===== src/rtl/alu_pkg.sv =====
// Shared opcode/state definitions for the ALU operation sequencer.
package alu_pkg;

  localparam int OP_W = 3;

  localparam logic [OP_W-1:0] OPC_ADD = 3'b000;
  localparam logic [OP_W-1:0] OPC_SUB = 3'b001;
  localparam logic [OP_W-1:0] OPC_AND = 3'b010;
  localparam logic [OP_W-1:0] OPC_OR  = 3'b011;
  localparam logic [OP_W-1:0] OPC_XOR = 3'b100;
  localparam logic [OP_W-1:0] OPC_SHL = 3'b101;
  localparam logic [OP_W-1:0] OPC_SHR = 3'b110;
  localparam logic [OP_W-1:0] OPC_MUL = 3'b111;

  typedef enum logic [OP_W-1:0] {
    OP_ADD = OPC_ADD,
    OP_SUB = OPC_SUB,
    OP_AND = OPC_AND,
    OP_OR  = OPC_OR,
    OP_XOR = OPC_XOR,
    OP_SHL = OPC_SHL,
    OP_SHR = OPC_SHR,
    OP_MUL = OPC_MUL
  } alu_op_e;

  typedef enum logic [1:0] {
    ST_IDLE = 2'b00,
    ST_EXEC = 2'b01,
    ST_DONE = 2'b10
  } alu_state_e;

  function automatic logic op_is_shift(input alu_op_e op);
    return (op == OP_SHL) || (op == OP_SHR);
  endfunction

endpackage


===== src/rtl/alu_flag_gen.sv =====
// Result flag derivation; raw carry/overflow are masked per opcode.
// ALU_OP_SEQUENCER_MUL_EN selects whether MUL is a legal opcode.
module alu_flag_gen import alu_pkg::*; #(
  parameter int Nbits = 4
) (
  input  logic [Nbits-1:0] result,
  input  logic             carry,
  input  logic             overflow,
  input  alu_op_e          op,
  output logic             flag_zero,
  output logic             flag_neg,
  output logic             flag_carry,
  output logic             flag_ovf,
  output logic             flag_illegal
);

  // Per-opcode flag selection
  always_comb begin
    flag_zero    = (result == {Nbits{1'b0}});
    flag_neg     = result[Nbits-1];
    flag_carry   = 1'b0;
    flag_ovf     = 1'b0;
    flag_illegal = 1'b0;
    case (op)
      OP_ADD, OP_SUB: begin
        flag_carry = carry;
        flag_ovf   = overflow;
      end
      OP_SHL, OP_SHR: begin
        flag_carry = carry;
      end
      OP_MUL: begin
`ifdef ALU_OP_SEQUENCER_MUL_EN
        flag_carry = carry;
`else
        flag_illegal = 1'b1;
`endif
      end
      default: begin
        flag_carry = 1'b0;
        flag_ovf   = 1'b0;
      end
    endcase
  end

endmodule


===== src/rtl/alu_op_sequencer.sv =====
// Multi-cycle ALU sequencer: IDLE accepts, EXEC iterates shifts/multiply, DONE holds result.
// Define ALU_OP_SEQUENCER_MUL_EN to build the shift-add multiplier; otherwise MUL is flagged illegal.
module alu_op_sequencer import alu_pkg::*; #(
  parameter int Nbits = 4
) (
  input  logic             CLK,
  input  logic             RST_N,
  input  logic             REQ_VALID,
  output logic             REQ_READY,
  input  logic [2:0]       REQ_OP,
  input  logic [Nbits-1:0] REQ_A,
  input  logic [Nbits-1:0] REQ_B,
  output logic             RES_VALID,
  input  logic             RES_READY,
  output logic [Nbits-1:0] RES_Y,
  output logic             FLAG_ZERO,
  output logic             FLAG_NEG,
  output logic             FLAG_CARRY,
  output logic             FLAG_OVF,
  output logic             FLAG_ILLEGAL,
  output logic             BUSY
);

  localparam int               CW      = $clog2(Nbits + 1);
  localparam logic [Nbits-1:0] NB_W    = Nbits'(Nbits);
  localparam logic [CW-1:0]    CNT_ONE = CW'(1);

  alu_state_e       state_r;
  alu_op_e          op_r;
  logic [Nbits-1:0] work_r;
  logic [Nbits-1:0] res_y_r;
  logic [CW-1:0]    cnt_r;
  logic             cout_r;
  logic             res_valid_r;
  logic             ready_r;
  logic             busy_r;
  logic             zero_r, neg_r, carry_r, ovf_r, illegal_r;

`ifdef ALU_OP_SEQUENCER_MUL_EN
  logic [Nbits-1:0] a_r;
  logic [Nbits-1:0] hi_r;
  logic [Nbits-1:0] step_hi_s;
  logic [Nbits:0]   step_sum_s;
`endif

  alu_op_e          req_op_s;
  alu_op_e          fin_op_s;
  logic [Nbits:0]   sum_s;
  logic [Nbits:0]   dif_s;
  logic [CW-1:0]    k_s;
  logic [CW-1:0]    load_cnt_s;
  logic [Nbits-1:0] load_work_s;
  logic [Nbits-1:0] idle_y_s;
  logic             idle_c_s;
  logic             idle_v_s;
  logic             multi_s;
  logic [Nbits-1:0] step_work_s;
  logic             step_c_s;
  logic [Nbits-1:0] fin_y_s;
  logic             fin_c_s;
  logic             fin_v_s;
  logic             f_zero_s, f_neg_s, f_carry_s, f_ovf_s, f_illegal_s;

  // Decode an incoming request: single-cycle results and multi-cycle setup
  always_comb begin
    req_op_s    = alu_op_e'(REQ_OP);
    k_s         = CW'(REQ_B % NB_W);
    sum_s       = {1'b0, REQ_A} + {1'b0, REQ_B};
    dif_s       = {1'b0, REQ_A} + {1'b0, ~REQ_B} + {{Nbits{1'b0}}, 1'b1};
    idle_y_s    = {Nbits{1'b0}};
    idle_c_s    = 1'b0;
    idle_v_s    = 1'b0;
    multi_s     = 1'b0;
    load_cnt_s  = {CW{1'b0}};
    load_work_s = REQ_A;
    case (req_op_s)
      OP_ADD: begin
        idle_y_s = sum_s[Nbits-1:0];
        idle_c_s = sum_s[Nbits];
        idle_v_s = (REQ_A[Nbits-1] == REQ_B[Nbits-1]) && (sum_s[Nbits-1] != REQ_A[Nbits-1]);
      end
      OP_SUB: begin
        // No carry-out of A + ~B + 1 means a borrow occurred
        idle_y_s = dif_s[Nbits-1:0];
        idle_c_s = ~dif_s[Nbits];
        idle_v_s = (REQ_A[Nbits-1] != REQ_B[Nbits-1]) && (dif_s[Nbits-1] != REQ_A[Nbits-1]);
      end
      OP_AND:  idle_y_s = REQ_A & REQ_B;
      OP_OR:   idle_y_s = REQ_A | REQ_B;
      OP_XOR:  idle_y_s = REQ_A ^ REQ_B;
      OP_SHL, OP_SHR: begin
        idle_y_s   = REQ_A;
        multi_s    = (k_s != {CW{1'b0}});
        load_cnt_s = k_s;
      end
      OP_MUL: begin
`ifdef ALU_OP_SEQUENCER_MUL_EN
        multi_s     = 1'b1;
        load_cnt_s  = CW'(Nbits);
        load_work_s = REQ_B;
`else
        idle_y_s = {Nbits{1'b0}};
`endif
      end
      default: idle_y_s = {Nbits{1'b0}};
    endcase
  end

  // One iteration step of the operation held in EXEC
  always_comb begin
    step_work_s = work_r;
    step_c_s    = cout_r;
`ifdef ALU_OP_SEQUENCER_MUL_EN
    step_sum_s = {1'b0, hi_r} + (work_r[0] ? {1'b0, a_r} : {(Nbits+1){1'b0}});
    step_hi_s  = hi_r;
`endif
    case (op_r)
      OP_SHL: begin
        step_work_s = {work_r[Nbits-2:0], 1'b0};
        step_c_s    = work_r[Nbits-1];
      end
      OP_SHR: begin
        step_work_s = {1'b0, work_r[Nbits-1:1]};
        step_c_s    = work_r[0];
      end
`ifdef ALU_OP_SEQUENCER_MUL_EN
      OP_MUL: begin
        // {hi, multiplier} shifts right; the low half collects product bits
        step_hi_s   = step_sum_s[Nbits:1];
        step_work_s = {step_sum_s[0], work_r[Nbits-1:1]};
        step_c_s    = |step_sum_s[Nbits:1];
      end
`endif
      default: begin
        step_work_s = work_r;
        step_c_s    = cout_r;
      end
    endcase
  end

  // Select what gets latched on entry to DONE
  always_comb begin
    if (state_r == ST_EXEC) begin
      fin_y_s  = step_work_s;
      fin_c_s  = step_c_s;
      fin_v_s  = 1'b0;
      fin_op_s = op_r;
    end else begin
      fin_y_s  = idle_y_s;
      fin_c_s  = idle_c_s;
      fin_v_s  = idle_v_s;
      fin_op_s = req_op_s;
    end
  end

  alu_flag_gen #(.Nbits(Nbits)) u_flag_gen (
    .result       (fin_y_s),
    .carry        (fin_c_s),
    .overflow     (fin_v_s),
    .op           (fin_op_s),
    .flag_zero    (f_zero_s),
    .flag_neg     (f_neg_s),
    .flag_carry   (f_carry_s),
    .flag_ovf     (f_ovf_s),
    .flag_illegal (f_illegal_s)
  );

  // Sequencer FSM with registered handshake, result and flags
  always_ff @(posedge CLK or negedge RST_N) begin
    if (!RST_N) begin
      state_r     <= ST_IDLE;
      op_r        <= OP_ADD;
      work_r      <= {Nbits{1'b0}};
      res_y_r     <= {Nbits{1'b0}};
      cnt_r       <= {CW{1'b0}};
      cout_r      <= 1'b0;
      res_valid_r <= 1'b0;
      ready_r     <= 1'b1;
      busy_r      <= 1'b0;
      zero_r      <= 1'b0;
      neg_r       <= 1'b0;
      carry_r     <= 1'b0;
      ovf_r       <= 1'b0;
      illegal_r   <= 1'b0;
`ifdef ALU_OP_SEQUENCER_MUL_EN
      a_r         <= {Nbits{1'b0}};
      hi_r        <= {Nbits{1'b0}};
`endif
    end else begin
      case (state_r)
        ST_IDLE: begin
          if (REQ_VALID) begin
            op_r    <= req_op_s;
            work_r  <= load_work_s;
            cout_r  <= 1'b0;
            ready_r <= 1'b0;
            busy_r  <= 1'b1;
`ifdef ALU_OP_SEQUENCER_MUL_EN
            a_r     <= REQ_A;
            hi_r    <= {Nbits{1'b0}};
`endif
            if (multi_s) begin
              state_r <= ST_EXEC;
              cnt_r   <= load_cnt_s;
            end else begin
              state_r     <= ST_DONE;
              res_valid_r <= 1'b1;
              res_y_r     <= fin_y_s;
              zero_r      <= f_zero_s;
              neg_r       <= f_neg_s;
              carry_r     <= f_carry_s;
              ovf_r       <= f_ovf_s;
              illegal_r   <= f_illegal_s;
            end
          end
        end
        ST_EXEC: begin
          cnt_r  <= cnt_r - CNT_ONE;
          work_r <= step_work_s;
          cout_r <= step_c_s;
`ifdef ALU_OP_SEQUENCER_MUL_EN
          hi_r   <= step_hi_s;
`endif
          if (cnt_r == CNT_ONE) begin
            state_r     <= ST_DONE;
            res_valid_r <= 1'b1;
            res_y_r     <= fin_y_s;
            zero_r      <= f_zero_s;
            neg_r       <= f_neg_s;
            carry_r     <= f_carry_s;
            ovf_r       <= f_ovf_s;
            illegal_r   <= f_illegal_s;
          end
        end
        ST_DONE: begin
          if (RES_READY) begin
            state_r     <= ST_IDLE;
            res_valid_r <= 1'b0;
            busy_r      <= 1'b0;
            ready_r     <= 1'b1;
          end
        end
        default: begin
          state_r     <= ST_IDLE;
          cnt_r       <= {CW{1'b0}};
          res_valid_r <= 1'b0;
          busy_r      <= 1'b0;
          ready_r     <= 1'b1;
        end
      endcase
    end
  end

  assign REQ_READY    = ready_r;
  assign RES_VALID    = res_valid_r;
  assign RES_Y        = res_y_r;
  assign BUSY         = busy_r;
  assign FLAG_ZERO    = zero_r;
  assign FLAG_NEG     = neg_r;
  assign FLAG_CARRY   = carry_r;
  assign FLAG_OVF     = ovf_r;
  assign FLAG_ILLEGAL = illegal_r;

endmodule


===== config.mk =====
export PLATFORM = sky130hd
export DESIGN_NAME = alu_op_sequencer
export DESIGN_NICKNAME = d
export VERILOG_FILES = /design/src/rtl/alu_pkg.sv /design/src/rtl/alu_flag_gen.sv /design/src/rtl/alu_op_sequencer.sv
export SDC_FILE = /design/constraint.sdc
export NUM_CORES = 1
export LEC_CHECK = 0
export BUFFER_PORTS_ARGS = -buffer_cell sky130_fd_sc_hd__buf_4
export CAP_MARGIN = 10
export CORE_AREA = 2 2 75 77
export CTS_CLUSTER_DIAMETER = 80
export DETAILED_ROUTE_END_ITERATION = 8
export DIE_AREA = 0 0 77 79
export GPL_TIMING_DRIVEN = 0
export PLACE_DENSITY = 0.57
export SLEW_MARGIN = 10
export SYNTH_ARGS = -nofsm -noshare
export SYNTH_HDL_FRONTEND = slang
export SYNTH_SLANG_ARGS = --single-unit

===== constraint.sdc =====
create_clock -name CLK -period 2.5 [get_ports CLK]
set_clock_uncertainty 0.2 [all_clocks]
set_input_delay 0 -clock CLK [delete_from_list [all_inputs] [get_ports CLK]]
set_output_delay 0 -clock CLK [all_outputs]
set_load 0.05 [all_outputs]

==> results of run 1 <==
[sequential cells by signal (all words and copies together), names as in the netlist]
name and flops:
BUSY 1, op_r 3, FLAG_ZERO 1, FLAG_CARRY 1, RES_Y 4, cout_r 1
FLAG_ILLEGAL 1, FLAG_OVF 1, REQ_READY 1, RES_VALID 1, work_r 4, cnt_r 3
state_r 2
[report_power, final]
part	internal (mW)	switching (mW)
Clock	0.141	0.130
Sequential	0.566	0.140
Combinational	0.522	0.880
Total	1.23	1.15
[Yosys cell counts, types with 3 or more instances]
cell type and instances:
a21o_1 3, a21oi_1 18, a22oi_1 6, a31oi_1 5, buf_2 4, clkbuf_1 7
dfrtp_1 23, ha_1 14, inv_1 20, mux2_2 6, nand2_1 24, nand2b_1 4
nand3_1 5, nand4_1 3, nor2_1 16, nor2b_1 6, nor3_1 4, o21ai_0 16
o22ai_1 5, xnor2_1 5
[cell families after synthesis]
logic type / count (synthesis)
AO/OA/AOI/OAI: 77
AND/OR/NAND/NOR: 67
buffers and inverters: 33
flip-flops: 24
adder cells (fa/ha/maj): 16
multiplexers: 7
XOR/XNOR: 6
[placed cells by master, fill, tap and decap left out, types with 3 or more instances in the layout]
| cell | n |
|---|---|
| ha_1 | 13 |
| xnor2_1 | 5 |
| clkbuf_1 | 7 |
| nor2_1 | 16 |
| dfrtp_1 | 23 |
| mux2_2 | 6 |
| buf_4 | 26 |
| nand3_1 | 5 |
| nand2_1 | 24 |
| nor3_1 | 4 |
| dlygate4sd3_1 | 9 |
| o21ai_0 | 16 |
| nor2b_1 | 6 |
| o22ai_1 | 5 |
| inv_1 | 20 |
| a21o_1 | 3 |
| clkbuf_8 | 4 |
| nand2b_1 | 4 |
| nand4_1 | 3 |
| a21oi_1 | 18 |
| a22oi_1 | 6 |
| a31oi_1 | 5 |
| buf_2 | 4 |
[critical path: stages]
cell	delay (ns)
dlygate4sd3_1	0.53
buf_4	0.13
inv_1	0.04
ha_1	0.35
inv_1	0.10
a21oi_1	0.29
xnor2_1	0.16
o21ai_1	0.08
a211o_1	0.30
o41ai_2	0.33
[metal layers]
layer | part of all wire, % | up-vias
met5 | 0 | -
met4 | 1.3 | 0
met2 | 48 | 30
met1 | 48 | 811
met3 | 2.6 | 6
li1 | - | 887
[final cells by class]
cell class,count,area [µm²],share of cell area (%)
Clock buffer,4,55.05,2.326
Inverter,20,75.07,3.171
Tap cell,72,90.09,3.805
Sequential cell,24,601.8,25.42
Multi-Input combinational cell,173,1182,49.95
Buffer,13,65.06,2.748
Timing Repair Buffer,35,297.8,12.58
[timing repair]
action / in CTS / in global routing
gates resized for setup: 0 / 1
endpoints found under the hold margin: 36 / 0
setup endpoints to repair: 0 / 1
hold buffers: 10 / 0
[how the worst max path moves through the flow]
stage / start / endpoint / slack [ns] / cells past startpoint
2_1_floorplan: state_r[1] / FLAG_ZERO / 0.58 / 7
3_3_place_gp: REQ_B[1] / FLAG_ZERO / 0.29 / 9
3_5_place_dp: REQ_B[1] / FLAG_ZERO / 0.27 / 9
4_1_cts: REQ_A[2] / FLAG_ZERO / 0.17 / 10
5_1_grt: REQ_A[2] / FLAG_ZERO / 0.03 / 10
6_report: REQ_A[2] / FLAG_ZERO / 0.14 / 10
==> impl_metrics.json, run 1 <==
{
  "synth_top_family_by_area": "compound AO/OA/AOI/OAI gates",
  "cts.sink_count": 24,
  "slew_viol_final": 0,
  "reg2regPathDepth": 7,
  "gr-total-overflow": 0,
  "ys_ff_latch": 24,
  "min_period_ns": 2.358,
  "clock_path_buffers": 2,
  "clkTransAtPathRegs_ns": 0.09,
  "synth_top_cell_by_area": "dfrtp_1",
  "coreArea_mm2": 0.005338,
  "layout_setup_ws_ns": 0.1424,
  "rows": 27,
  "path_class": "in -> reg",
  "synth_mux_area_share_pct": 4.058,
  "final_nets": 301,
  "p_leak_nw": 1.047,
  "grtUsageMet1_pct": 23.61,
  "async_flop_share_pct": 100.0,
  "grt_setup_unrepaired": "false",
  "cts_tree": "yes",
  "start_util_pct": 35.82,
  "worstPathMaxFanout": 5,
  "finalWirelength_um": 4770,
  "r2r_start": "state_r[1]",
  "dp_cells": 327,
  "setup_viol": 0,
  "dr.pass1.iters": 4,
  "netlist-cell-type-count": 49,
  "maxCapViolations": 0,
  "final_antenna_net_count": 0,
  "clockRootBuffer": "clkbuf_8",
  "htreeDepth": 1,
  "start_kind": "primary input",
  "reg2reg_to": "FLAG_ZERO",
  "synthCells": 230,
  "status": "finished clean",
  "dp_slack_ns": 0.2733,
  "worstMarginPinSlew_ns": 0.5514,
  "grt_pass1_wl_um": 8418,
  "drc": 0,
  "drive_gt1_share_pct": 18.59,
  "post_cts_buffers": 0,
  "track_usage_pct": 16.91,
  "grt_pass1_vias": 1746,
  "end_kind": "flip-flop",
  "irDropWorstVdd_mv": 0.3236,
  "fin_total_pwr_mw": 2.379,
  "dieArea_mm2": 0.006083,
  "die_h_um": 79,
  "fin_tns_setup_ns": 0,
  "dpl_cell_area_mm2": 0.002190,
  "slew_headroom_pct": 62.85,
  "port_buffers": 25,
  "drtIter0Drc": 137,
  "ys_warn_count": 0,
  "post-route-period-util_pct": 94.30,
  "wire_per_inst_um": 13.99,
  "met3_usage_pct": 0.9091,
  "via_per_inst": 5.085,
  "required_ns": 2.47,
  "die_x_um": 77,
  "yosys-top-cells-area": "dfrtp_1 30%, ha_1 9.2%, a21oi_1 4.7%",
  "syn_area_mm2": 0.001912,
  "synth_compound_area_share_pct": 26.70,
  "pin_count": 27,
  "cts-buffers-inserted": 3,
  "seq_area_frac_synth_pct": 31.48,
  "whs_ns": 0.02267,
  "synth-xor-area-share_pct": 2.749,
  "fillers": 568,
  "area_growth_pct": 23.82,
  "avgSynthCellArea_um2": 8.312,
  "grt.met2_usage_pct": 28.51,
  "vias": 1734,
  "synth-adder-area-share_pct": 11.26,
  "dp_hpwl_um": 3571,
  "synth_top_area_share_pct": 30.10,
  "fin_util_pct": 44.35,
  "power_density_mw_per_mm2": 1005,
  "hold_class": "in -> async",
  "synth-edff-count": 0,
  "cp.arrival_ns": 2.33,
  "clk_latency_ns": 0.27,
  "yosys.area_share.simple_pct": 16.43,
  "max_freq_mhz": 424.2,
  "grt_antenna_before_repair": 0,
  "stdcell_count": 341,
  "finalInstanceArea_mm2": 0.002367,
  "reg2reg_slack_ns": 0.26,
  "synth_top_flop_cell": "dfrtp_1",
  "antenna_cells": 0,
  "gp_congestion": 0.8628,
  "top_usage_layer": "met2",
  "final_hold_viol_count": 0,
  "synth_nets": 261,
  "grt_max_degree": 24
}
No activity file was read; power rests on OpenSTA's default activity.
==> inputs of run 2 (changes only) <==
==> constraint.sdc (replaced) <==
create_clock -name CLK -period 2.5 [get_ports CLK]
set_clock_uncertainty 0.2 [all_clocks]
set_input_delay 0.125 -clock CLK [delete_from_list [all_inputs] [get_ports CLK]]
set_output_delay 0.125 -clock CLK [all_outputs]
set_load 0.05 [all_outputs]
==> run 2 against run 1 <==
Routed wire length is 1.4% lower. Combinational power hardly changed. Global-route usage is 0.17 points lower. Fmax is 2.0% lower. Sequential cell count stayed put. Count of clock-buffer cells in the layout stayed put. Critical endpoint unchanged.
==> impl_metrics.json, run 2 (synthesis gave the netlist of run 1 again) <==
{
  "layout_commonest_cell": "buf_4",
  "gr-total-overflow": 0,
  "gp_congestion": 0.8628,
  "post-route-period-util_pct": 96.23,
  "finalInstanceArea_mm2": 0.002307,
  "final_antenna_net_count": 0,
  "max_freq_mhz": 415.7,
  "whs_ns": 0.01533,
  "fin_tns_setup_ns": 0,
  "irDropWorstVdd_mv": 0.3236,
  "grtUsageMet1_pct": 23.40,
  "clk_latency_ns": 0.27,
  "dp_cells": 327,
  "dpl_cell_area_mm2": 0.002190,
  "drc": 0,
  "worstMarginPinSlew_ns": 0.5645,
  "antenna_cells": 0,
  "port_buffers": 25,
  "pin_count": 27,
  "reg2reg_to": "FLAG_ZERO",
  "clock_path_buffers": 2,
  "final_hold_viol_count": 0,
  "rows": 27,
  "hold_class": "in -> reg",
  "via_per_inst": 5.185,
  "cp.arrival_ns": 2.38,
  "stdcell_count": 335,
  "power_density_mw_per_mm2": 1029,
  "htreeDepth": 1,
  "coreArea_mm2": 0.005338,
  "grt_antenna_before_repair": 0,
  "grt_max_degree": 25,
  "dp_hpwl_um": 3571,
  "hold_start": "RES_READY",
  "start_kind": "primary input",
  "path_class": "in -> reg",
  "final_cell_mix": "26 x buf_4, 24 x nand2_1, 23 x dfrtp_1",
  "p_leak_nw": 1.015,
  "grt.met2_usage_pct": 28.42,
  "met3_usage_pct": 0.9091,
  "hold_end": "REQ_READY",
  "post_cts_buffers": 0,
  "dr.pass1.iters": 4,
  "final_nets": 295,
  "drive_gt1_share_pct": 20.15,
  "grt_setup_unrepaired": "false",
  "finalWirelength_um": 4702,
  "maxCapViolations": 0,
  "status": "finished clean",
  "fillers": 571,
  "clkTransAtPathRegs_ns": 0.09,
  "vias": 1737,
  "cts_tree": "yes",
  "cp_common_cell": "inv_1",
  "reg2reg_slack_ns": 0.26,
  "slew_headroom_pct": 61.97,
  "dieArea_mm2": 0.006083,
  "track_usage_pct": 16.74,
  "clockRootBuffer": "clkbuf_8",
  "hold_depth": 4,
  "min_period_ns": 2.406,
  "setup_viol": 0,
  "slowest_delay_ns": 0.53,
  "grt_pass1_wl_um": 8314,
  "reg2regPathDepth": 7,
  "area_growth_pct": 20.68,
  "r2r_start": "state_r[1]",
  "crit_slowest_cell": "dlygate4sd3_1",
  "worstPathMaxFanout": 5,
  "fin_total_pwr_mw": 2.374,
  "drtIter0Drc": 121,
  "start_util_pct": 35.82,
  "top_usage_layer": "met2",
  "required_ns": 2.47,
  "cp_cell_sequence": "dlygate4sd3_1 > buf_4 > inv_1 > ha_2 > inv_1 > a21oi_2 > xnor2_1 > o21ai_1 > a211o_1 > o41ai_2",
  "end_kind": "flip-flop",
  "die_h_um": 79,
  "die_x_um": 77,
  "wire_per_inst_um": 14.04,
  "cts.sink_count": 24,
  "grt_pass1_vias": 1739,
  "cts-buffers-inserted": 3,
  "slew_viol_final": 0
}
run 2: worst max path at each step:
stage | startpoint | to | cells past startpoint
2_1_floorplan | REQ_B[1] | FLAG_ZERO | 8
3_3_place_gp | REQ_B[1] | FLAG_ZERO | 9
3_5_place_dp | REQ_B[1] | FLAG_ZERO | 9
4_1_cts | REQ_A[2] | FLAG_ZERO | 10
5_1_grt | REQ_A[3] | FLAG_ZERO | 10
6_report | REQ_A[2] | FLAG_ZERO | 10
run 2: per-stage QoR:
| stage | util, % | setup WS [ns] |
|---|---|---|
| 2_1_floorplan | - | 0.5062 |
| 3_3_place_gp | 41.02 | 0.1661 |
| 3_5_place_dp | 41.02 | 0.1483 |
| 4_1_cts | 42.80 | 0.04512 |
| 5_1_grt | 43.23 | 0.009313 |
| 6_report | 43.23 | 0.09434 |
run 2: timing repair:
item	4_1_cts	5_1_grt
hold endpoints to repair	27	0
hold buffers	4	0
resized for setup	0	5
setup endpoints to repair	0	1
run 2: where the power goes:
| group | switching, mW | leakage (nW) | total, mW | internal (mW) |
|---|---|---|---|---|
| clock network | 0.134 | 0.0288 | 0.275 | 0.141 |
| logic | 0.877 | 0.693 | 1.39 | 0.516 |
| registers | 0.141 | 0.293 | 0.706 | 0.566 |
| total | 1.15 | 1.02 | 2.37 | 1.22 |
run 2: area by class of cell:
type	count	area [µm²]	share of cell area [%]
multi-input cells	173	1192	51.68
repair buffers	29	227.7	9.870
flip-flops and latches	24	601.8	26.08
clock buffers	4	55.05	2.386
inverters	20	75.07	3.254
plain buffers	13	65.06	2.820
well taps	72	90.09	3.905
run 2: critical path, delay by kind of cell:
family,cells,cell delay [ns]
buffers and inverters,4,0.81
XOR/XNOR,1,0.15
adder cells (fa/ha/maj),1,0.36
AO/OA/AOI/OAI,4,0.94
run 2: routing by layer:
| layer | share of wire [%] | wire length, µm |
|---|---|---|
| met1 | 49 | 2326 |
| met2 | 48 | 2240 |
| met3 | 1.9 | 90 |
| met4 | 0.96 | 45 |
| met5 | 0 | 0 |
==> inputs of run 3 (changes only) <==
--- a/config.mk
+++ b/config.mk
@@ -13,6 +13,7 @@
 export DIE_AREA = 0 0 77 79
 export GPL_TIMING_DRIVEN = 0
 export PLACE_DENSITY = 0.57
+export RECOVER_POWER = 25
 export SLEW_MARGIN = 10
 export SYNTH_ARGS = -nofsm -noshare
 export SYNTH_HDL_FRONTEND = slang
==> constraint.sdc (replaced) <==
create_clock -name CLK -period 2.3 [get_ports CLK]
set_clock_uncertainty 0.2 [all_clocks]
set_input_delay 0.115 -clock CLK [delete_from_list [all_inputs] [get_ports CLK]]
set_output_delay 0.115 -clock CLK [all_outputs]
set_load 0.05 [all_outputs]
==> run 3 against run 2 <==
Via count grew 0.52%. Clock power grew 7.6%. Non-clock buffer count is the same. Hold slack lost 0.0087 ns. Cell area shrank 0.76%. Utilization shrank 0.33 points. Worst setup slack gained 0.049 ns. Sequential cell count is the same. Cell count is the same. Register-to-register slack lost 0.12 ns. Count of clock-buffer cells in the layout is the same. Largest power group unchanged.
==> impl_metrics.json, run 3 (synthesis gave the netlist of run 1 again) <==
{
  "status": "finished clean",
  "setup_viol": 0,
  "p_leak_nw": 1.018,
  "dr.pass1.iters": 4,
  "maxCapViolations": 0,
  "grt.met2_usage_pct": 27.46,
  "clkTransAtPathRegs_ns": 0.09,
  "area_growth_pct": 19.76,
  "grt_max_degree": 25,
  "cts_tree": "yes",
  "start_util_pct": 35.82,
  "slew_viol_final": 0,
  "via_per_inst": 5.212,
  "dp_slack_ns": -0.04168,
  "track_usage_pct": 16.74,
  "path_class": "reg -> reg",
  "grt_setup_unrepaired": "false",
  "layout_setup_ws_ns": 0.1429,
  "coreArea_mm2": 0.005338,
  "fin_total_pwr_mw": 2.580,
  "pin_count": 27,
  "required_ns": 2.27,
  "reg2regPathDepth": 7,
  "vias": 1746,
  "layout_commonest_cell": "buf_4",
  "cts-buffers-inserted": 3,
  "final_nets": 295,
  "min_period_ns": 2.157,
  "finalWirelength_um": 4696,
  "final_hold_viol_count": 0,
  "worstMarginPinSlew_ns": 1.379,
  "grt_antenna_before_repair": 0,
  "worstPathMaxFanout": 10,
  "hold_class": "in -> reg",
  "dieArea_mm2": 0.006083,
  "grt_pass1_wl_um": 8328,
  "dp_hpwl_um": 3571,
  "reg2reg_slack_ns": 0.14,
  "wire_per_inst_um": 14.02,
  "drive_gt1_share_pct": 18.63,
  "fin_tns_setup_ns": 0,
  "clk_latency_ns": 0.27,
  "power_density_mw_per_mm2": 1127,
  "drtIter0Drc": 130,
  "hold_depth": 4,
  "clock_path_buffers": 2,
  "gr-total-overflow": 0,
  "final_antenna_net_count": 0,
  "met3_usage_pct": 0.9091,
  "top_usage_layer": "met2",
  "irDropWorstVdd_mv": 0.3512,
  "post_cts_buffers": 0,
  "slew_headroom_pct": 8.096,
  "die_x_um": 77,
  "hold_start": "RES_READY",
  "max_freq_mhz": 463.6,
  "grtUsageMet1_pct": 23.54,
  "htreeDepth": 1,
  "grt_pass1_vias": 1750,
  "cts.sink_count": 24,
  "die_h_um": 79,
  "post-route-period-util_pct": 93.79,
  "clockRootBuffer": "clkbuf_8",
  "gp_congestion": 0.8628,
  "rows": 27,
  "antenna_cells": 0,
  "final_cell_mix": "25 x buf_4, 23 x dfrtp_1, 23 x nand2_1",
  "end_kind": "flip-flop",
  "reg2reg_to": "FLAG_ZERO",
  "drc": 0,
  "hold_end": "REQ_READY",
  "cp.arrival_ns": 2.13,
  "r2r_start": "state_r[1]",
  "start_kind": "flip-flop",
  "port_buffers": 25
}
[run 3: cell types whose count changed in the layout (fill, tap and decap cells not counted)]
| cell | previous run | this run |
|---|---|---|
| nand2_2 | 0 | 1 |
| inv_2 | 1 | 0 |
| a21oi_2 | 2 | 0 |
| nor2_2 | 1 | 0 |
| nand2_1 | 24 | 23 |
| a21oi_1 | 16 | 18 |
| clkbuf_2 | 0 | 1 |
| buf_4 | 26 | 25 |
| ha_4 | 1 | 0 |
| ha_1 | 12 | 14 |
| inv_1 | 19 | 20 |
| nor2_4 | 0 | 1 |
| ha_2 | 1 | 0 |
[run 3: worst max path at each step]
stage | slack, ns | end | start | cells after the start
after floorplan | 0.32 | FLAG_ZERO | REQ_B[1] | 8
after global placement | -0.02 | FLAG_ZERO | REQ_B[1] | 9
after detailed placement | -0.04 | FLAG_ZERO | REQ_B[1] | 9
after CTS | 0.07 | FLAG_ZERO | state_r[1] | 7
after global routing | 0.002 | FLAG_ZERO | state_r[1] | 7
final | 0.14 | FLAG_ZERO | state_r[1] | 7
[run 3: cell type report]
cell class	instances	area (µm²)
fill	574	3048
multi-input combinational	173	1177
sequential	24	601.8
timing repair buffer	29	224.0
tap	72	90.09
inverter	20	75.07
buffer	13	66.31
clock buffer	4	55.05
[run 3: metrics by stage]
stage | cell area [µm²] | hold WS (ns) | std cells | utilization, %
2_1_floorplan | 1912 | -0.3806 | 230 | -
3_3_place_gp | 2190 | -0.1638 | 327 | 41.02
3_5_place_dp | 2190 | -0.1627 | 327 | 41.02
4_1_cts | 2285 | 0.003791 | 335 | 42.80
5_1_grt | 2290 | 0.04106 | 335 | 42.90
6_report | 2290 | 0.006613 | 335 | 42.90
[run 3: critical path, stage by stage, from the launching register on]
cell     delay, ns
dfrtp_1       0.36
buf_2         0.18
inv_1         0.16
nand2_1       0.13
nor2_4        0.21
a21oi_1       0.17
a211o_1       0.31
o41ai_2       0.33
[run 3: routing by layer]
metal / wire (µm) / vias up
li1: - / 881
met1: 2300 / 826
met2: 2206 / 33
met3: 118 / 6
met4: 70 / 0
met5: 0 / -
[run 3: timing repair]
item / in CTS / in global routing
setup endpoints to repair: 0 / 4
endpoints found under the hold margin: 27 / 0
hold buffers: 4 / 0
resized for setup: 0 / 4
[run 3: where the power goes]
group	leakage (nW)	internal, mW	switching (mW)	total (mW)
Combinational	0.696	0.560	0.957	1.52
Sequential	0.293	0.615	0.151	0.766
Clock	0.0288	0.153	0.143	0.296
